==> config.mk <==
export PLATFORM = sky130hd
export DESIGN_NAME = reorder_buffer
export DESIGN_NICKNAME = d
export VERILOG_FILES = /design/src/rtl/core_pkg.sv /design/src/rtl/reorder_buffer.sv
export SDC_FILE = /design/constraint.sdc
export NUM_CORES = 2
export LEC_CHECK = 0
export CAP_MARGIN = 20
export CORE_MARGIN = 8
export CORE_UTILIZATION = 54
export CTS_CLUSTER_DIAMETER = 100
export CTS_CLUSTER_SIZE = 28
export DETAILED_ROUTE_END_ITERATION = 6
export PLACE_DENSITY_LB_ADDON = 0.25
export SLEW_MARGIN = 20
export SYNTH_ARGS = -nofsm -noshare
export SYNTH_HDL_FRONTEND = slang
export SYNTH_SLANG_ARGS = --single-unit
==> constraint.sdc <==
create_clock -name clk_in -period 5.3 [get_ports clk_in]
set_input_delay 0.53 -clock clk_in [delete_from_list [all_inputs] [get_ports clk_in]]
set_output_delay 0.53 -clock clk_in [all_outputs]
set_load 0.03 [all_outputs]
==> src/rtl/core_pkg.sv <==
// Shared reorder-buffer definitions: geometry, tag/slot types and the
// tag <-> slot index helpers used by issue, writeback and query logic.
package core_pkg;

    localparam int ROB_DEPTH      = 16;
    localparam int Q_WIDTH        = 5;
    localparam int REG_ADDR_WIDTH = 5;
    localparam int IDX_WIDTH      = $clog2(ROB_DEPTH);
    localparam int CNT_WIDTH      = IDX_WIDTH + 1;

    typedef logic [Q_WIDTH-1:0]        tag_t;
    typedef logic [IDX_WIDTH-1:0]      idx_t;
    typedef logic [CNT_WIDTH-1:0]      cnt_t;
    typedef logic [REG_ADDR_WIDTH-1:0] reg_t;
    typedef logic [31:0]               word_t;

    // Tag 0 is reserved to mean "value already in the register file".
    localparam tag_t TAG_NONE = '0;

    // True when the tag names a real slot (1..ROB_DEPTH).
    function automatic logic tag_is_slot(input tag_t tag);
        return (tag != TAG_NONE) && (tag <= tag_t'(ROB_DEPTH));
    endfunction

    // Tags are slot+1 so that slot 0 never collides with TAG_NONE.
    function automatic idx_t tag_to_idx(input tag_t tag);
        tag_t slot;
        slot = tag - tag_t'(1);
        return slot[IDX_WIDTH-1:0];
    endfunction

    function automatic tag_t idx_to_tag(input idx_t idx);
        return tag_t'(idx) + tag_t'(1);
    endfunction

endpackage

==> src/rtl/reorder_buffer.sv <==
// Circular in-order reorder buffer. Hands out a tag per issued instruction,
// captures CDB results, answers operand lookups and retires the head entry
// in program order onto the register-file commit port.
module reorder_buffer
    import core_pkg::*;
(
    input  logic        clk_in,
    input  logic        rst_in,
    input  logic        rdy_in,
    input  logic        flush_in,

    input  logic        issue_valid,
    input  logic        issue_has_rd,
    input  reg_t        issue_rd,
    output logic        issue_ready,
    output tag_t        issue_tag,

    input  logic        wb_valid,
    input  tag_t        wb_tag,
    input  word_t       wb_value,

    input  tag_t        q1_tag,
    input  tag_t        q2_tag,
    output logic        q1_ready,
    output logic        q2_ready,
    output word_t       q1_value,
    output word_t       q2_value,

    output logic        has_commit,
    output reg_t        commit_target,
    output tag_t        Commit_Q,
    output word_t       Commit_V
);

    // Ring pointers and occupancy.
    idx_t head_reg;
    idx_t tail_reg;
    cnt_t count_reg;

    // Per-slot state gathered from the entry generate blocks so it can be
    // indexed by head pointer / tag.
    logic [ROB_DEPTH-1:0] busy_vec;
    logic [ROB_DEPTH-1:0] ready_vec;
    logic [ROB_DEPTH-1:0] has_rd_vec;
    reg_t                 rd_arr    [ROB_DEPTH];
    word_t                value_arr [ROB_DEPTH];

    // Cycle-level events, all evaluated on pre-edge state. A frozen cycle
    // (rdy_in low) makes every event vanish, and a flush overrides the rest.
    logic flush_fire;
    logic issue_fire;
    logic wb_fire;
    logic commit_fire;
    logic commit_pulse;
    idx_t wb_idx;

    assign issue_ready  = (count_reg < cnt_t'(ROB_DEPTH));
    assign issue_tag    = idx_to_tag(tail_reg);

    assign wb_idx       = tag_to_idx(wb_tag);
    assign flush_fire   = rdy_in && flush_in;
    assign issue_fire   = rdy_in && !flush_in && issue_valid && issue_ready;
    assign wb_fire      = rdy_in && !flush_in && wb_valid && tag_is_slot(wb_tag)
                          && busy_vec[wb_idx];
    // The head's ready bit is the registered one, so a result broadcast this
    // cycle can only retire on the next edge.
    assign commit_fire  = rdy_in && !flush_in && busy_vec[head_reg] && ready_vec[head_reg];
    // Entries without a real destination (or writing x0) retire silently.
    assign commit_pulse = commit_fire && has_rd_vec[head_reg] && (rd_arr[head_reg] != '0);

    genvar gi;
    generate
        for (gi = 0; gi < ROB_DEPTH; gi++) begin : g_entry
            logic  busy_reg;
            logic  ready_reg;
            logic  has_rd_reg;
            reg_t  rd_reg;
            word_t value_reg;

            logic is_tail;
            logic is_head;
            logic is_wb;

            assign is_tail = (tail_reg == idx_t'(gi));
            assign is_head = (head_reg == idx_t'(gi));
            assign is_wb   = (wb_idx   == idx_t'(gi));

            // Slot lifecycle: allocate on issue, fill on writeback, free on commit.
            // Issue and commit never target the same slot in one cycle (a full
            // buffer blocks issue), and commit wins over a late writeback.
            always_ff @(posedge clk_in) begin
                if (rst_in) begin
                    busy_reg   <= 1'b0;
                    ready_reg  <= 1'b0;
                    has_rd_reg <= 1'b0;
                    rd_reg     <= '0;
                    value_reg  <= '0;
                end else if (flush_fire) begin
                    busy_reg   <= 1'b0;
                    ready_reg  <= 1'b0;
                end else if (issue_fire && is_tail) begin
                    busy_reg   <= 1'b1;
                    ready_reg  <= 1'b0;
                    has_rd_reg <= issue_has_rd;
                    rd_reg     <= issue_rd;
                end else if (commit_fire && is_head) begin
                    busy_reg   <= 1'b0;
                    ready_reg  <= 1'b0;
                end else if (wb_fire && is_wb) begin
                    ready_reg  <= 1'b1;
                    value_reg  <= wb_value;
                end
            end

            assign busy_vec[gi]   = busy_reg;
            assign ready_vec[gi]  = ready_reg;
            assign has_rd_vec[gi] = has_rd_reg;
            assign rd_arr[gi]     = rd_reg;
            assign value_arr[gi]  = value_reg;
        end
    endgenerate

    // Head/tail advance and occupancy; issue+commit together leave count alone.
    always_ff @(posedge clk_in) begin
        if (rst_in || flush_fire) begin
            head_reg  <= '0;
            tail_reg  <= '0;
            count_reg <= '0;
        end else begin
            if (issue_fire) begin
                tail_reg <= tail_reg + idx_t'(1);
            end
            if (commit_fire) begin
                head_reg <= head_reg + idx_t'(1);
            end
            case ({issue_fire, commit_fire})
                2'b10:   count_reg <= count_reg + cnt_t'(1);
                2'b01:   count_reg <= count_reg - cnt_t'(1);
                default: count_reg <= count_reg;
            endcase
        end
    end

    // Registered commit port: one-cycle pulse, payload holds between commits.
    always_ff @(posedge clk_in) begin
        if (rst_in) begin
            has_commit    <= 1'b0;
            commit_target <= '0;
            Commit_Q      <= TAG_NONE;
            Commit_V      <= '0;
        end else if (!rdy_in || flush_in) begin
            has_commit    <= 1'b0;
        end else begin
            has_commit    <= commit_pulse;
            if (commit_pulse) begin
                commit_target <= rd_arr[head_reg];
                Commit_Q      <= idx_to_tag(head_reg);
                Commit_V      <= value_arr[head_reg];
            end
        end
    end

    // Operand lookup ports share one implementation.
    tag_t  q_tag_arr   [2];
    logic  q_ready_arr [2];
    word_t q_value_arr [2];

    assign q_tag_arr[0] = q1_tag;
    assign q_tag_arr[1] = q2_tag;
    assign q1_ready     = q_ready_arr[0];
    assign q2_ready     = q_ready_arr[1];
    assign q1_value     = q_value_arr[0];
    assign q2_value     = q_value_arr[1];

    generate
        for (gi = 0; gi < 2; gi++) begin : g_query
            idx_t q_idx;
            assign q_idx = tag_to_idx(q_tag_arr[gi]);

            // Lookup with same-cycle CDB forwarding so issue never misses a
            // result that is being broadcast right now.
            always_comb begin
                q_ready_arr[gi] = 1'b0;
                q_value_arr[gi] = '0;
                if (tag_is_slot(q_tag_arr[gi])) begin
                    if (wb_valid && (wb_tag == q_tag_arr[gi])) begin
                        q_ready_arr[gi] = 1'b1;
                        q_value_arr[gi] = wb_value;
                    end else if (busy_vec[q_idx] && ready_vec[q_idx]) begin
                        q_ready_arr[gi] = 1'b1;
                        q_value_arr[gi] = value_arr[q_idx];
                    end
                end
            end
        end
    endgenerate

endmodule

; After elaboration in Yosys (flattened, before gate mapping)
; Index checks and enable logic that the tools add are counted.
; W data, S select, Z words.
[word_totals]
ff_bits = 696
input_bits = 59
out_inout_bits = 115
word_cells = 411
[classes]
n_addsub = 9
n_lt_le_gt_ge = 11
eq_ne = 49
muxes = 73
bitwise = 37
reduce_logical = 145
[ops]
columns = operator, n
row1 = $bmux W32 S4, 3
row2 = $mux W32, 12
row3 = $eq A4 B4 Y1 const B, 24
row4 = $logic_and A1 B1 Y1, 66
row5 = $reduce_and A4 Y1, 16
row6 = $reduce_or A4 Y1, 16
row7 = $eq A4 B3 Y1 const B, 12
row8 = $mux W1, 46
row9 = $not A1 Y1, 34
row10 = $reduce_and A2 Y1, 17
row11 = $reduce_bool A2 Y1, 17
row12 = $bmux W1 S4, 8
row13 = $eq A4 B2 Y1 const B, 6
row14 = $bmux W5 S4, 1
row15 = $lt A4 B5 Y1 const B, 4
row16 = $reduce_bool A5 Y1, 4
row17 = $ge A5 B5 Y1 const B, 3
row18 = $le A5 B5 Y1 const B, 3
row19 = $not A4 Y5, 3
row20 = $eq A4 B1 Y1 const B, 3
row21 = $logic_not A4 Y1, 3
row22 = $sub A4 B1 Y4 const B, 3
row23 = $add A4 B1 Y5 const B, 2
row24 = $eq A5 B5 Y1, 2
row25 = other kinds (11), 16

; Logic depth before layout (Yosys ltp)
[depth]
ltp_word = 8
ltp_mapped = 15
depth_no_buf = 12

; Worst setup path before layout
; OpenSTA, ideal clock, no wires.
[synth_path]
kind = input to output
from = input port q2_tag[0]
to = output port q2_value[10]
arrival_ns = 3.561
t_required_ns = 4.770
slack_ns = 1.209
cell_stages = 10
path_buffers = 4
cell_sequence = clkbuf_1 > clkinv_1 > ha_1 > buf_1 > clkbuf_1 > clkbuf_1 > mux4_2 > mux4_2 > mux2i_1 > nor2_1
[synth_via]
elab_chain_cells = 8
elab_cells_between_ends = 18
classes_between = 1 x add/sub / 1 x order compare / 1 x eq/ne / 10 x mux / 1 x bitwise / 4 x reduce/logical
[synth_lines]
columns = element, line_no
row1 = from (decl), reorder_buffer.sv:23  ; input tag_t q2_tag,
row2 = $sub A4 B1 Y4, core_pkg.sv:28  ; slot = tag - tag_t'(1);
row3 = $not A4 Y5 (not written as such), reorder_buffer.sv:191  ; q_value_arr[gi] = value_arr[q_idx];
row4 = $bmux W32 S4, reorder_buffer.sv:191
row5 = $mux W32 (not written as such) (2 in series), reorder_buffer.sv:191
row6 = $mux W32, reorder_buffer.sv:189  ; end else if (busy_vec[q_idx] && ready_vec[q_idx]) begin
row7 = $mux W32, reorder_buffer.sv:186  ; if (wb_valid && (wb_tag == q_tag_arr[gi])) begin
row8 = $mux W32 (*), reorder_buffer.sv:185  ; if (tag_is_slot(q_tag_arr[gi])) begin
row9 = to (decl), reorder_buffer.sv:27  ; output word_t q2_value,
; Mark *: on every way between the ends. The rest lies on a longest branch, timed or not. The select of a mux whose other input is x is not followed.

; Worst setup path after layout
[layout_path]
from = input port q2_tag[0]
to = output port q2_value[0]
; Same word-level chain as after synthesis.

==> impl_results.md <==
* Setup CP Type: in2out
* Kind of end point of the critical path: primary output
* Seq cells post-synth at 696
* DP Wirelength at 77,780 um
* Drt via density at 6.857
* Worst-Skew Late Latency at 0.65 ns
* Mapped Area at 39,550 um2
* R2R depth at 12
* Worst hold stages at 2
* Post-synth ARST share at 0
* Max FFs per register at 512
* H-tree lvl count at 1
* RSZ-0062 raised after global routing: no
* Top fanout value on the critical path at 24
* WL met2 at 57,400 um
* Synth cell types at 55
* Routed vias at 30,400
* Clock Tree Buf Depth at 3
* Buffers on Ports at 173
* Syn nets at 3,633
* Post-synthesis to final-layout area growth at 8.763%
* Die area at 82,160 um2
* First-pass GRT wire length at 188,900 um
* Tmin final at 4.611 ns
* Max frequency at 0.2169 GHz
* CP arrival at 4.08 ns
* Syn Area/Cell at 11.13 um2
* Max-slew violation count at 0
* Number of buffers created by CTS at 29
* WL met3 at 13,310 um
* Worst setup margin at 0.6888 ns
* Gpl congestion at 0.9170
* CTS tree: built
* Core area at 72,710 um2
* Root buf cell: clkbuf_16
* Final Hold Vio Count at 0
* Largest net degree at the start of global routing at 236
* DRT iter0 DRCs at 3,650
* Worst Skew at 0.03432 ns
* Placement row count at 99
* Seq/Total Area, Yosys at 0.3523
* Kind of start point of the critical path: primary input
* Nets@finish at 3,547
* Placed Instances at 4,396
* Outcome: finished clean
* FF+latch area at 13,940 um2
* Filler-free cell count of the finished design at 4,433
* Top cells by count, synth: 696 x dfxtp_1, 578 x nor2_1, 552 x mux2i_1
* Routed WL at 123,700 um
* Area contributors post-synth: dfxtp_1 35%, mux4_2 30%, mux2i_1 14%
* Initial antenna violation count at 5
* Setup TNS at 0 ns
* Synth Flop Type: dfxtp_1
* CTS clk-pin slew, worst paths at 0.12 ns
* WHS at 0.3110 ns
* All-Layer GR Usage at 0.2927
* Fraction of the cycle the final worst path needs at 0.8700
* Highest Signal Layer: met5
* Setup WS pre-CTS at 0.7646 ns
* Fill count at 5,801
* Layout cells sized above 1 at 0.2195
* Post CTS Setup Buffer Count at 0
* Area after DPL at 42,230 um2
* Hold-fix buffer count after cts at 0
* Number of routed nets with antenna violations at 0
* Max Cap Violations at 0
* Worst Hold Class: in2reg
* Post-synth EDFFs at 0
* Remaining DRCs at 0
* Cells after Synth at 3,554
* Slew HR at 0.2485
* Multi-input logic area at 24,020 um2
* Pre-Repair DR Iteration Count at 5
* Final setup violation count at 0
* Slew @ Worst Pin at 1.127 ns
* Boundary pin count at 174
* Post-CTS Resized at 0
* Met1 Wirelength at 47,200 um
* Total number of yosys warnings at 0
* Initial core utilization at 0.5440
* CTS Sinks at 696
* DIE HEIGHT at 286.6 um
* Worst IR drop on VDD at 296.2 uV
* Top-area cell type share of the netlist area at 0.3523
* Req. time, crit path at 4.77 ns
* Die width at 286.6 um
* Synth area leader: dfxtp_1
* Number of global-route vias before repair at 30,500
* Pwr Density at 203.9 nW/um2
* Most numerous cell in the Yosys netlist: dfxtp_1
* Final Instance Area at 43,020 um2
* WL/cell at 27.90 um
* Cell leakage power at 16.07 nW
* Total grt overflow at 0
[worst max-delay path, cell delays in order]
cell	delay (ns)
clkbuf_8	0.31
clkinv_1	0.38
ha_4	0.29
xnor2_2	0.30
mux4_2	0.36
mux4_2	0.46
inv_1	0.11
o21ai_4	0.24
buf_4	0.37
nor2_1	0.43
buf_4	0.25
[where the power goes]
| group | switching, mW | internal (mW) |
|---|---|---|
| logic | 0.540 | 0.269 |
| clock network | 1.71 | 1.02 |
| registers | 0.00251 | 5.23 |
| total | 2.26 | 6.52 |
[cell families (layout without fill, tap and decap cells)]
group	count (synthesis)	count (layout)	share of synthesized area
adder cells (fa/ha/maj)	20	20	0.006327
flip-flops	696	696	0.3523
AO/OA/AOI/OAI	287	287	0.04182
AND/OR/NAND/NOR	1016	1016	0.1057
multiplexers	1082	1082	0.4412
other	0	3	0
XOR/XNOR	34	34	0.007529
buffers and inverters	419	336	0.04514
[per-stage QoR]
| stage | utilization | total power [mW] |
|---|---|---|
| floorplan | - | 5.879 |
| global placement | 0.5800 | 6.132 |
| detailed placement | 0.5808 | 6.146 |
| CTS | 0.5915 | 8.801 |
| global route | 0.5915 | 9.020 |
| finish | 0.5916 | 8.773 |
[layout by cell type (no fill, tap or decap), types with 10 or more instances in the layout]
cell,n
a21oi_1,192
buf_12,47
buf_4,115
clkbuf_16,29
clkdlybuf4s50_1,106
dfxtp_1,693
ha_1,18
inv_1,25
mux2i_1,552
mux4_2,529
nand2_1,259
nand3_1,92
nand4_1,13
nor2_1,577
nor3b_1,10
o21ai_0,37
o21ai_1,10
xnor2_1,11
xor2_1,19
[layout make-up]
class,count,share of cell area
Clock buffer,31,0.01728
Antenna cell,3,0.0001745
Timing Repair Buffer,273,0.06887
Inverter,29,0.002559
Sequential cell,696,0.3241
Multi-Input combinational cell,2439,0.5583
Clock inverter,3,0.0008435
Tap cell,959,0.02789
[metal layers]
metal,GRT usage,vias to the layer above
li1,-,12880
met1,0.3891,15300
met2,0.4643,1846
met3,0.06343,372
met4,0.1206,2
met5,0,-
[final timing paths]
kind	from	endpoint	slack, ns
min reg2reg	g_entry[14].has_rd_reg	g_entry[14].has_rd_reg	0.46
max reg2reg	head_reg[1]	count_reg[4]	1.03
max	q2_tag[0]	q2_value[0]	0.69
min	rst_in	g_entry[15].value_reg[29]	0.31
Power figures use the tool's default switching activity.
